[config.mk]
export PLATFORM = sky130hd
export DESIGN_NAME = psr_unit
export DESIGN_NICKNAME = d
export VERILOG_FILES = /design/src/rtl/cpu_pkg.sv /design/src/rtl/cond_eval.sv /design/src/rtl/psr_unit.sv
export SDC_FILE = /design/constraint.sdc
export NUM_CORES = 1
export LEC_CHECK = 0
export ABC_AREA = 1
export BUFFER_PORTS_ARGS = -buffer_cell sky130_fd_sc_hd__buf_2
export CORE_AREA = 2 2 45 47
export CTS_BUF_LIST = sky130_fd_sc_hd__clkbuf_8
export CTS_CLUSTER_DIAMETER = 40
export DETAILED_ROUTE_END_ITERATION = 8
export DIE_AREA = 0 0 47 49
export HOLD_SLACK_MARGIN = 0.06
export PLACE_DENSITY = 0.82
export SLEW_MARGIN = 5
export SYNTH_ARGS = -nofsm -noshare
export SYNTH_HDL_FRONTEND = slang
export SYNTH_SLANG_ARGS = --single-unit
[constraint.sdc]
create_clock -name clk -period 0.9 [get_ports clk]
set_input_delay 0.135 -clock clk [delete_from_list [all_inputs] [get_ports clk]]
set_output_delay 0.135 -clock clk [all_outputs]
set_load 0.01 [all_outputs]
[src/rtl/cpu_pkg.sv]
// ============================================================================
// cpu_pkg
//   Shared CR-16 datapath definitions.
//   - PSR bit positions (C, L, F, Z, N, E)
//   - 4-bit condition codes used by Bcond/Jcond/Scond
//   - Per-flag write-enable bit indices and typical enable masks
//   - Helper that packs the six PSR state bits into a 16-bit PSR image
// ============================================================================
package cpu_pkg;

    // PSR bit positions
    localparam int PSR_C = 0;
    localparam int PSR_L = 2;
    localparam int PSR_F = 5;
    localparam int PSR_Z = 6;
    localparam int PSR_N = 7;
    localparam int PSR_E = 9;

    // Condition codes
    localparam logic [3:0] COND_EQ = 4'd0;
    localparam logic [3:0] COND_NE = 4'd1;
    localparam logic [3:0] COND_CS = 4'd2;
    localparam logic [3:0] COND_CC = 4'd3;
    localparam logic [3:0] COND_HI = 4'd4;
    localparam logic [3:0] COND_LS = 4'd5;
    localparam logic [3:0] COND_GT = 4'd6;
    localparam logic [3:0] COND_LE = 4'd7;
    localparam logic [3:0] COND_FS = 4'd8;
    localparam logic [3:0] COND_FC = 4'd9;
    localparam logic [3:0] COND_LO = 4'd10;
    localparam logic [3:0] COND_HS = 4'd11;
    localparam logic [3:0] COND_LT = 4'd12;
    localparam logic [3:0] COND_GE = 4'd13;
    localparam logic [3:0] COND_UC = 4'd14;
    localparam logic [3:0] COND_NV = 4'd15;

    // flag_we bit indices, order {C,L,F,Z,N}
    localparam int FE_C = 4;
    localparam int FE_L = 3;
    localparam int FE_F = 2;
    localparam int FE_Z = 1;
    localparam int FE_N = 0;

    // Typical enable masks
    localparam logic [4:0] FLAGS_ADD  = 5'b10100;  // C, F
    localparam logic [4:0] FLAGS_SUB  = 5'b11111;  // C, L, F, Z, N
    localparam logic [4:0] FLAGS_NONE = 5'b00000;  // logic/shift/MUL

    // Architectural PSR state, MSB-first {E,N,Z,F,L,C}
    typedef struct packed {
        logic e;
        logic n;
        logic z;
        logic f;
        logic l;
        logic c;
    } psr_state_t;

    // Expand the six state bits into a 16-bit PSR image; undefined bits are 0
    function automatic logic [15:0] psr_pack(input psr_state_t s);
        logic [15:0] v;
        v        = 16'h0000;
        v[PSR_C] = s.c;
        v[PSR_L] = s.l;
        v[PSR_F] = s.f;
        v[PSR_Z] = s.z;
        v[PSR_N] = s.n;
        v[PSR_E] = s.e;
        return v;
    endfunction

    // Extract the six state bits from a PSR image
    function automatic psr_state_t psr_unpack(input logic [15:0] v);
        psr_state_t s;
        s.c = v[PSR_C];
        s.l = v[PSR_L];
        s.f = v[PSR_F];
        s.z = v[PSR_Z];
        s.n = v[PSR_N];
        s.e = v[PSR_E];
        return s;
    endfunction

endpackage

[src/rtl/cond_eval.sv]
// ============================================================================
// cond_eval
//   Combinational condition-code evaluator, shared by the PSR (Bcond/Jcond)
//   and the Scond writeback path.
//   Ports:
//     flag_c/l/f/z/n  in   registered flags
//     cond            in   4-bit condition code
//     cond_true       out  condition result
// ============================================================================
module cond_eval
    import cpu_pkg::*;
(
    input  logic       flag_c,
    input  logic       flag_l,
    input  logic       flag_f,
    input  logic       flag_z,
    input  logic       flag_n,
    input  logic [3:0] cond,
    output logic       cond_true
);

    always_comb begin
        cond_true = 1'b0;
        case (cond)
            COND_EQ: cond_true = flag_z;
            COND_NE: cond_true = !flag_z;
            COND_CS: cond_true = flag_c;
            COND_CC: cond_true = !flag_c;
            COND_HI: cond_true = flag_l;
            COND_LS: cond_true = !flag_l;
            COND_GT: cond_true = flag_n;
            COND_LE: cond_true = !flag_n;
            COND_FS: cond_true = flag_f;
            COND_FC: cond_true = !flag_f;
            COND_LO: cond_true = !flag_l && !flag_z;
            COND_HS: cond_true = flag_l || flag_z;
            COND_LT: cond_true = !flag_n && !flag_z;
            COND_GE: cond_true = flag_n || flag_z;
            COND_UC: cond_true = 1'b1;
            default: cond_true = 1'b0;   // COND_NV
        endcase
    end

endmodule

[src/rtl/psr_unit.sv]
// ============================================================================
// psr_unit
//   CR-16 processor status register. Captures ALU flags under per-flag
//   enables, holds the interrupt-enable bit E, supports LPR/SPR load/read,
//   and evaluates the condition code against the registered flags.
//
//   Optional feature macro: PSR_SHADOW_EN
//     defined   -> one-deep shadow PSR; int_take saves PSR and clears E,
//                  int_ret restores it.
//     undefined -> int_take/int_ret are ignored (ports kept).
//
//   Ports:
//     clk, reset               clock, synchronous active-high reset
//     alu_c/l/f/z/n            ALU flag outputs
//     flag_we[4:0]             per-flag enables {C,L,F,Z,N}
//     psr_we, psr_wdata        PSR load (LPR)
//     psr_rdata                current PSR (SPR), combinational from regs
//     cond, cond_true          condition code and its result
//     int_take, int_ret        exception entry / return pulses
//     int_en                   current E bit
//
//   Write priority: reset > int_take > int_ret > psr_we > flag_we.
// ============================================================================
module psr_unit
    import cpu_pkg::*;
#(
    parameter int DATA_WIDTH = 16
) (
    input  logic                  clk,
    input  logic                  reset,
    input  logic                  alu_c,
    input  logic                  alu_l,
    input  logic                  alu_f,
    input  logic                  alu_z,
    input  logic                  alu_n,
    input  logic [4:0]            flag_we,
    input  logic                  psr_we,
    input  logic [DATA_WIDTH-1:0] psr_wdata,
    output logic [DATA_WIDTH-1:0] psr_rdata,
    input  logic [3:0]            cond,
    output logic                  cond_true,
    input  logic                  int_take,
    input  logic                  int_ret,
    output logic                  int_en
);

    psr_state_t psr_q;
    psr_state_t psr_d;
    psr_state_t load_val;
    logic [15:0] psr_img;

    assign load_val = psr_unpack(psr_wdata[15:0]);

`ifdef PSR_SHADOW_EN
    psr_state_t shadow_q;

    always_ff @(posedge clk) begin
        if (reset)
            shadow_q <= '0;
        else if (int_take)
            shadow_q <= psr_q;   // nested take simply overwrites
    end
`endif

    // Next-state selection in priority order (reset handled in the flop)
    always_comb begin
        psr_d = psr_q;
`ifdef PSR_SHADOW_EN
        if (int_take) begin
            // flags untouched, E cleared; same-cycle loads are dropped
            psr_d.e = 1'b0;
        end else if (int_ret) begin
            psr_d = shadow_q;
        end else
`endif
        if (psr_we) begin
            psr_d = load_val;
        end else begin
            if (flag_we[FE_C]) psr_d.c = alu_c;
            if (flag_we[FE_L]) psr_d.l = alu_l;
            if (flag_we[FE_F]) psr_d.f = alu_f;
            if (flag_we[FE_Z]) psr_d.z = alu_z;
            if (flag_we[FE_N]) psr_d.n = alu_n;
        end
    end

    always_ff @(posedge clk) begin
        if (reset)
            psr_q <= '0;
        else
            psr_q <= psr_d;
    end

    assign psr_img = psr_pack(psr_q);

    always_comb begin
        psr_rdata       = '0;
        psr_rdata[15:0] = psr_img;
    end

    assign int_en = psr_q.e;

    cond_eval u_cond_eval (
        .flag_c    (psr_q.c),
        .flag_l    (psr_q.l),
        .flag_f    (psr_q.f),
        .flag_z    (psr_q.z),
        .flag_n    (psr_q.n),
        .cond      (cond),
        .cond_true (cond_true)
    );

    // Only the defined PSR bit positions of psr_wdata are consumed
    logic unused_inputs;
`ifdef PSR_SHADOW_EN
    assign unused_inputs = ^{psr_wdata};
`else
    assign unused_inputs = ^{psr_wdata, int_take, int_ret};
`endif

endmodule

# --- Word-level counts from Yosys, hierarchy flattened ---
# Cells that the tools add are included.
totals:
  out_inout_bits: 18
  wordCells: 42
  register_bits: 6
classes:
  muxes: 7
  reduce_logical: 15
  n_eq_ne: 14
op_table:
  columns: ["op", "n"]
  rows:
  - ["4-bit equality test (second input constant)", 7]
  - ["4-bit by 3-bit equality test with 1-bit output (second input constant)", 4]
  - ["1-bit one-hot mux with 15 select lines", 1]
  - ["2-bit nonzero test", 5]
  - ["4-bit by 2-bit equality test with 1-bit output (second input constant)", 2]
  - ["1-bit logical NOT", 5]
  - ["1-bit two-way mux", 5]
  - ["5-bit two-way mux", 1]
  - ["4-bit by 1-bit equality test with 1-bit output (second input constant)", 1]
  - ["4-bit logical NOT", 1]
  - ["1-bit logical AND", 2]
  - ["1-bit logical OR", 2]

# --- Logic depth before layout (Yosys ltp) ---
# Gate-level depths: netlist of run 1.
depth:
  word_depth: 3
  depth_mapped: 9
  ltp_nobuf: 9

# --- Cells and area by module ---
# Synthesis of run 1 repeated with hierarchy kept, for this count alone.
unflattened:
  hier_cells: 117
  hier_area_um2: 609.3
modules_own_cells:
  columns: ["module", "area_each_um2", "seq_area_each_um2", "n_inst", "cells_per_inst"]
  rows:
  - ["psr_unit", 375.4, 120.1, 1, 59]
  - ["cond_eval", 234.0, 0.0, 1, 58]

# --- Least setup slack after synthesis of run 1 ---
# OpenSTA, ideal clock, no wires.
synth_timing:
  path_kind: "flip-flop to output port"
  start: "register psr_q, in the netlist psr_rdata[7]"
  end: "output port cond_true"
  required_ps: 765
  arrival_time_ps: 790
  path_slack_ps: -25
  stages_incl_launch_ff: 8
  n_path_buf: 0
  cell_sequence: "dfxtp_1 > inv_1 > nand2_1 > nand3_1 > nand2_1 > inv_1 > nor2_1 > nand2_1"
synth_via:
  elab_chain_cells: 3
synth_lines:
  columns: ["item", "line_no", "rtl"]
  rows:
  - ["from (decl)", "psr_unit.sv:47", "psr_state_t psr_q;"]
  - ["from (signal assigned)", "psr_unit.sv:91", "psr_q <= psr_d;"]
  - ["1-bit logical NOT", "cond_eval.sv:32, cond_eval.sv:37", null]
  - ["1-bit logical AND", "cond_eval.sv:37", "COND_LT: cond_true = !flag_n && !flag_z;"]
  - ["1-bit one-hot mux with 15 select lines *", "cond_eval.sv:24", "case (cond)"]
  - ["to (decl)", "psr_unit.sv:41", "output logic cond_true,"]
# Mark *: on every way between the ends. The rest lies on a longest branch, timed or not.

# --- Worst setup path after layout of run 1 ---
layout_timing:
  start: "register psr_q, in the netlist psr_rdata[6]"
  end: "output port cond_true"
layout_via:
  elab_chain_cells: 3
layout_lines:
  columns: ["item", "line_no"]
  rows:
  - ["1-bit logical NOT", "cond_eval.sv:26, cond_eval.sv:35, cond_eval.sv:37"]
  - ["1-bit logical AND, on equally long branches", "cond_eval.sv:37, cond_eval.sv:35"]
  - ["1-bit one-hot mux with 15 select lines *", "cond_eval.sv:24"]
# Marks and branches as above.

==> results.ini, run 1 <==
[sta]
timing.final.ws_setup_ps=-368
layout_min_cycle_time_ps=1270
hold_violations=0
setup_viol=6
rsz0062_at_grt=yes
maxSlewViolCount=0
holdWs_ps=135
fin_crit_sh=1.41
fmax_ghz=0.789
clock_skew_ps=0

[routing]
first_pass_iters=4
drcViolationCount=0
ant_nets=0
vias=744
viasPerCell=4.38
routed_wl_um=1520
dr.first_iter.drc_count=15
routedWlPerCell_um=8.94

[synth]
seq_area_frac_synth=0.196
syn-cell-area_um2=614
yosysWarnings=0
yosysTopAreaCell=dfxtp_1
ys_seq_elements=6
synth_cell_types=14
synth_top_cell_area_share=0.196
synthTopCellsByArea=dfxtp_1 (20%), buf_4 (20%), nand2_1 (18%)
synthCells=104
synth_area_per_cell_um2=5.91

[clock_tree]
cts_sinks=6
cts-root-buf=clkbuf_8
clkTransAtPathRegs_ps=30
cts_buffer_depth=2
insertion_delay_ps=220
cts_max_level=1
cts_made_buffers=3
cts_tree=done

[place]
place_hpwl_um=1140
place_ws_ps=-255
dp.cells=164
port_buffers=30
place_congestion=0.947

[finish]
n_fill_cell=197
nets=180
n_antenna_cell=0
fin_cells=170
drive_gt1_frac=0.448
syn2layout_area_growth_pct=52.3
final_cell_mix=nand2_1 (26), buf_2 (26), inv_1 (16)
seq_area_um2=131
multi_input_area_um2=345

[grt]
grt_max_degree=12
antenna_found_initial=0
grt-ovfl-total=0
gr-usage-all-layers=0.132
grt_pass1_wl_um=2250
grt_pass1_vias=595

[worst_hold_path]
worstHoldPathType=in2reg
min_from=psr_wdata[0]

[outcome]
status=finished with violations
violations=negative setup slack

[worst_setup_path]
cp-end-kind=primary output
required_ps=760
r2r-start=psr_rdata[6]$_SDFFE_PP0P_
path_cells=inv_2 > nand2_2 > nand3_2 > nand2_2 > nand2_1 > nor2_1 > nand2_1 > buf_2
cpPeakStageDelay_ps=330
crit_path_top_delay_cell=dfxtp_2
crit_buf_inv=2
cp_max_fo=4
crit_start=psr_rdata[6]$_SDFFE_PP0P_
cp-start-kind=register
cp_top_family=simple AND/OR/NAND/NOR gates
path_class=reg2out
worstPathArrival_ps=1130

[die]
start_util=0.334
coreArea_mm2=0.00184
num_rows=16
die_area_mm2=0.00230
top_level_ports=53
die_h_um=49
die_w_um=47

[pwr]
irDropWorstVdd_uv=784
p_per_area_mw_per_mm2=1140
leakagePower_nw=0.551

[flow_run]
drv_cap=0

==> per-layer routing <==
layer | vias to the layer above | track usage | routed length [um]
li1 | 377 | - | -
met1 | 319 | 0.151 | 575
met2 | 43 | 0.208 | 771
met3 | 5 | 0.0296 | 131
met4 | 0 | 0.0880 | 41
met5 | - | 0 | 0
==> registers in the layout, indices dropped and copies added, names as in the netlist <==
register and cells:
psr_rdata 5, int_en 1
==> cell type report <==
| cell class | instances | area share |
|---|---|---|
| flip-flops and latches | 6 | 0.140 |
| multi-input cells | 70 | 0.369 |
| inverters | 20 | 0.0829 |
| repair buffers | 44 | 0.328 |
| well taps | 27 | 0.0361 |
| clock buffers | 3 | 0.0441 |
==> worst reg2reg max path: stages (launching register included) <==
cell	delay, ps
dfxtp_2	330
inv_2	60
buf_6	110
buf_4	120
o211ai_1	140
o211ai_1	100
inv_1	60
==> logic make-up (layout without fill, tap and decap cells) <==
logic type             Yosys count  count (layout)  share of synthesized area
and+or+nand+nor                 47              47                      0.326
DFF                              6               6                      0.196
AOI/OAI and AO/OA               13              13                      0.147
other                            1              10                    0.00610
buffers and inverters           37              67                      0.326
==> report_power, final <==
part           switching (mW)  internal, mW
Sequential             0.0199         0.289
Clock                   0.108         0.287
Combinational           0.180         0.186
Total                   0.308         0.762
==> worst paths after layout <==
kind                                             endpoint  slack, ps  cells past startpoint
worst max-delay path                            cond_true       -370                      8
worst max register to register  psr_rdata[6]$_SDFFE_PP0P_        -80                      6
worst min-delay path            psr_rdata[0]$_SDFFE_PP0P_        140                      3
worst min register to register        int_en$_SDFFE_PP0P_        530                      2
==> synthesized netlist by cell type <==
master / count
nor2_1: 7
o211ai_1: 10
dfxtp_1: 6
conb_1: 1
o21ai_0: 3
nand3_1: 7
nor2_4: 1
inv_1: 20
nand2_2: 1
buf_2: 1
nand2_1: 29
nand4_1: 1
nor2_2: 1
buf_4: 16
==> timing repair <==
item,4_1_cts,5_1_grt
hold buffers,0,0
resized for setup,11,16
endpoints found under the setup margin,8,9
pin swaps,2,4
setup buffers,2,3
==> through the flow <==
stage / setup TNS (ps) / utilization / power (mW) / area [um2]
after global placement: -221 / 0.430 / 0.602 / 792
after detailed placement: -273 / 0.430 / 0.610 / 792
final: -707 / 0.508 / 1.07 / 936
after floorplan: 0 / - / 0.514 / 651
after global routing: -1070 / 0.508 / 1.15 / 936
after CTS: -635 / 0.480 / 1.04 / 883
(Power assumes the default switching activity.)
==> inputs of run 2 (changes only) <==
--- a/config.mk
+++ b/config.mk
@@ -14,6 +14,7 @@
 export DIE_AREA = 0 0 47 49
 export HOLD_SLACK_MARGIN = 0.06
 export PLACE_DENSITY = 0.82
+export RECOVER_POWER = 100
 export SLEW_MARGIN = 5
 export SYNTH_ARGS = -nofsm -noshare
 export SYNTH_HDL_FRONTEND = slang
==> results.ini, run 2 (same netlist as run 1, synthesis figures left out) <==
[die]
top_level_ports=53  ; unchanged
coreArea_mm2=0.00184  ; unchanged
die_h_um=49  ; unchanged
die_w_um=47  ; unchanged
start_util=0.334  ; unchanged
num_rows=16  ; unchanged
die_area_mm2=0.00230  ; unchanged

[worst_setup_path]
worstPathArrival_ps=1130  ; about the same
required_ps=760  ; about the same
path_class=reg2out
cp-end-kind=primary output
r2r_cells=6  ; unchanged
cp-start-kind=register
cp_max_fo=4  ; unchanged

[finish]
n_fill_cell=199  ; +1.0%
nets=180  ; unchanged
final_cell_mix=nand2_1 (26), buf_2 (24), inv_1 (16)
layout_commonest_cell=nand2_1
drive_gt1_frac=0.434  ; -0.0140
fin_cells=170  ; unchanged
largest_reg_flops=5  ; unchanged
fin_area_um2=933  ; -0.27%
syn2layout_area_growth_pct=51.9
n_antenna_cell=0  ; unchanged

[clock_tree]
clkTransAtPathRegs_ps=30  ; about the same
cts_buffer_depth=2  ; unchanged
cts-root-buf=clkbuf_8
cts_tree=done
cts_made_buffers=3  ; unchanged
cts_sinks=6  ; unchanged
insertion_delay_ps=220  ; about the same
cts_max_level=1  ; unchanged

[sta]
maxSlewViolCount=0  ; unchanged
rsz0062_at_grt=yes
timing.final.ws_setup_ps=-368  ; -0.249 ps
setup_viol=6  ; unchanged
fmax_ghz=0.789  ; about the same
hold_violations=0  ; unchanged
clock_skew_ps=0  ; unchanged
layout_min_cycle_time_ps=1270  ; +0.249 ps
holdWs_ps=135  ; -0.249 ps
fin_crit_sh=1.41  ; about the same

[routing]
ant_nets=0  ; unchanged
routedWlPerCell_um=8.95  ; +0.13%
routed_wl_um=1520  ; +0.13%
drcViolationCount=0  ; unchanged
vias=743  ; -0.13%
dr.first_iter.drc_count=14  ; -1
first_pass_iters=4  ; unchanged
viasPerCell=4.37  ; -0.13%

[place]
dp.cells=164  ; unchanged
port_buffers=30  ; unchanged
place_hpwl_um=1140  ; unchanged
place_ws_ps=-255  ; unchanged
placed_area_um2=792  ; unchanged
place_congestion=0.947  ; unchanged

[flow_run]
drv_cap=0  ; unchanged

[pwr]
leakagePower_nw=0.544  ; -1.3%
p_per_area_mw_per_mm2=1140  ; about the same
irDropWorstVdd_uv=785  ; +0.12%

[grt]
antenna_found_initial=0  ; unchanged
grt-ovfl-total=0  ; unchanged
grt_pass1_wl_um=2250  ; unchanged
grt_max_degree=12  ; unchanged
gr-usage-all-layers=0.132  ; unchanged
grt_pass1_vias=595  ; unchanged

[worst_hold_path]
holdPathStages=3  ; unchanged
worstHoldPathType=in2reg

[outcome]
violations=negative setup slack
status=finished with violations

## run 2: critical path: stages (launching register included)
cell,delay [ps]
dfxtp_2,330
inv_2,60
nand2_2,80
nand3_2,70
nand2_2,60
nand2_1,40
nor2_1,80
nand2_1,50
buf_2,130
## run 2: repair_timing
action	in CTS	in global routing
pin swaps	2	4
setup endpoints to repair	8	9
gates resized for setup	11	16
hold buffers	0	0
setup buffers	2	3
cloned	0	0
## run 2: report_power, final
part	total (mW)	internal [mW]	switching (mW)	leakage (nW)
clock	0.393	0.286	0.107	0.0216
sequential	0.309	0.289	0.0202	0.0519
combinational	0.365	0.185	0.180	0.471
total	1.07	0.760	0.307	0.544
## run 2: layout make-up
type	count	area (um2)	share of cell area
well taps	27	33.8	0.0362
clock buffers	3	41.3	0.0442
repair buffers	44	304	0.326
multi-input cells	70	345	0.370
inverters	20	77.6	0.0831
flip-flops and latches	6	131	0.141
## run 2: path summary, 6_finish.rpt
check | slack (ps) | endpoint | start
max reg2reg | -80 | psr_rdata[6]$_SDFFE_PP0P_ | psr_rdata[6]$_SDFFE_PP0P_
min reg2reg | 550 | int_en$_SDFFE_PP0P_ | int_en$_SDFFE_PP0P_
min | 130 | psr_rdata[0]$_SDFFE_PP0P_ | psr_wdata[0]
max | -370 | cond_true | psr_rdata[6]$_SDFFE_PP0P_
## run 2: metrics by stage
step / setup TNS, ps / total power, mW / utilization
after floorplan: 0 / 0.514 / -
after global placement: -221 / 0.602 / 0.430
after detailed placement: -273 / 0.610 / 0.430
after CTS: -635 / 1.04 / 0.480
after global routing: -1070 / 1.15 / 0.507
final: -708 / 1.07 / 0.507
## run 2: layer usage
metal  up-vias  routed length, um  global-route usage
met5         -                  0                   0
li1        377                  -                   -
met2        43                768               0.208
met1       318                578               0.151
met4         0                 45              0.0880
met3         5                129              0.0296
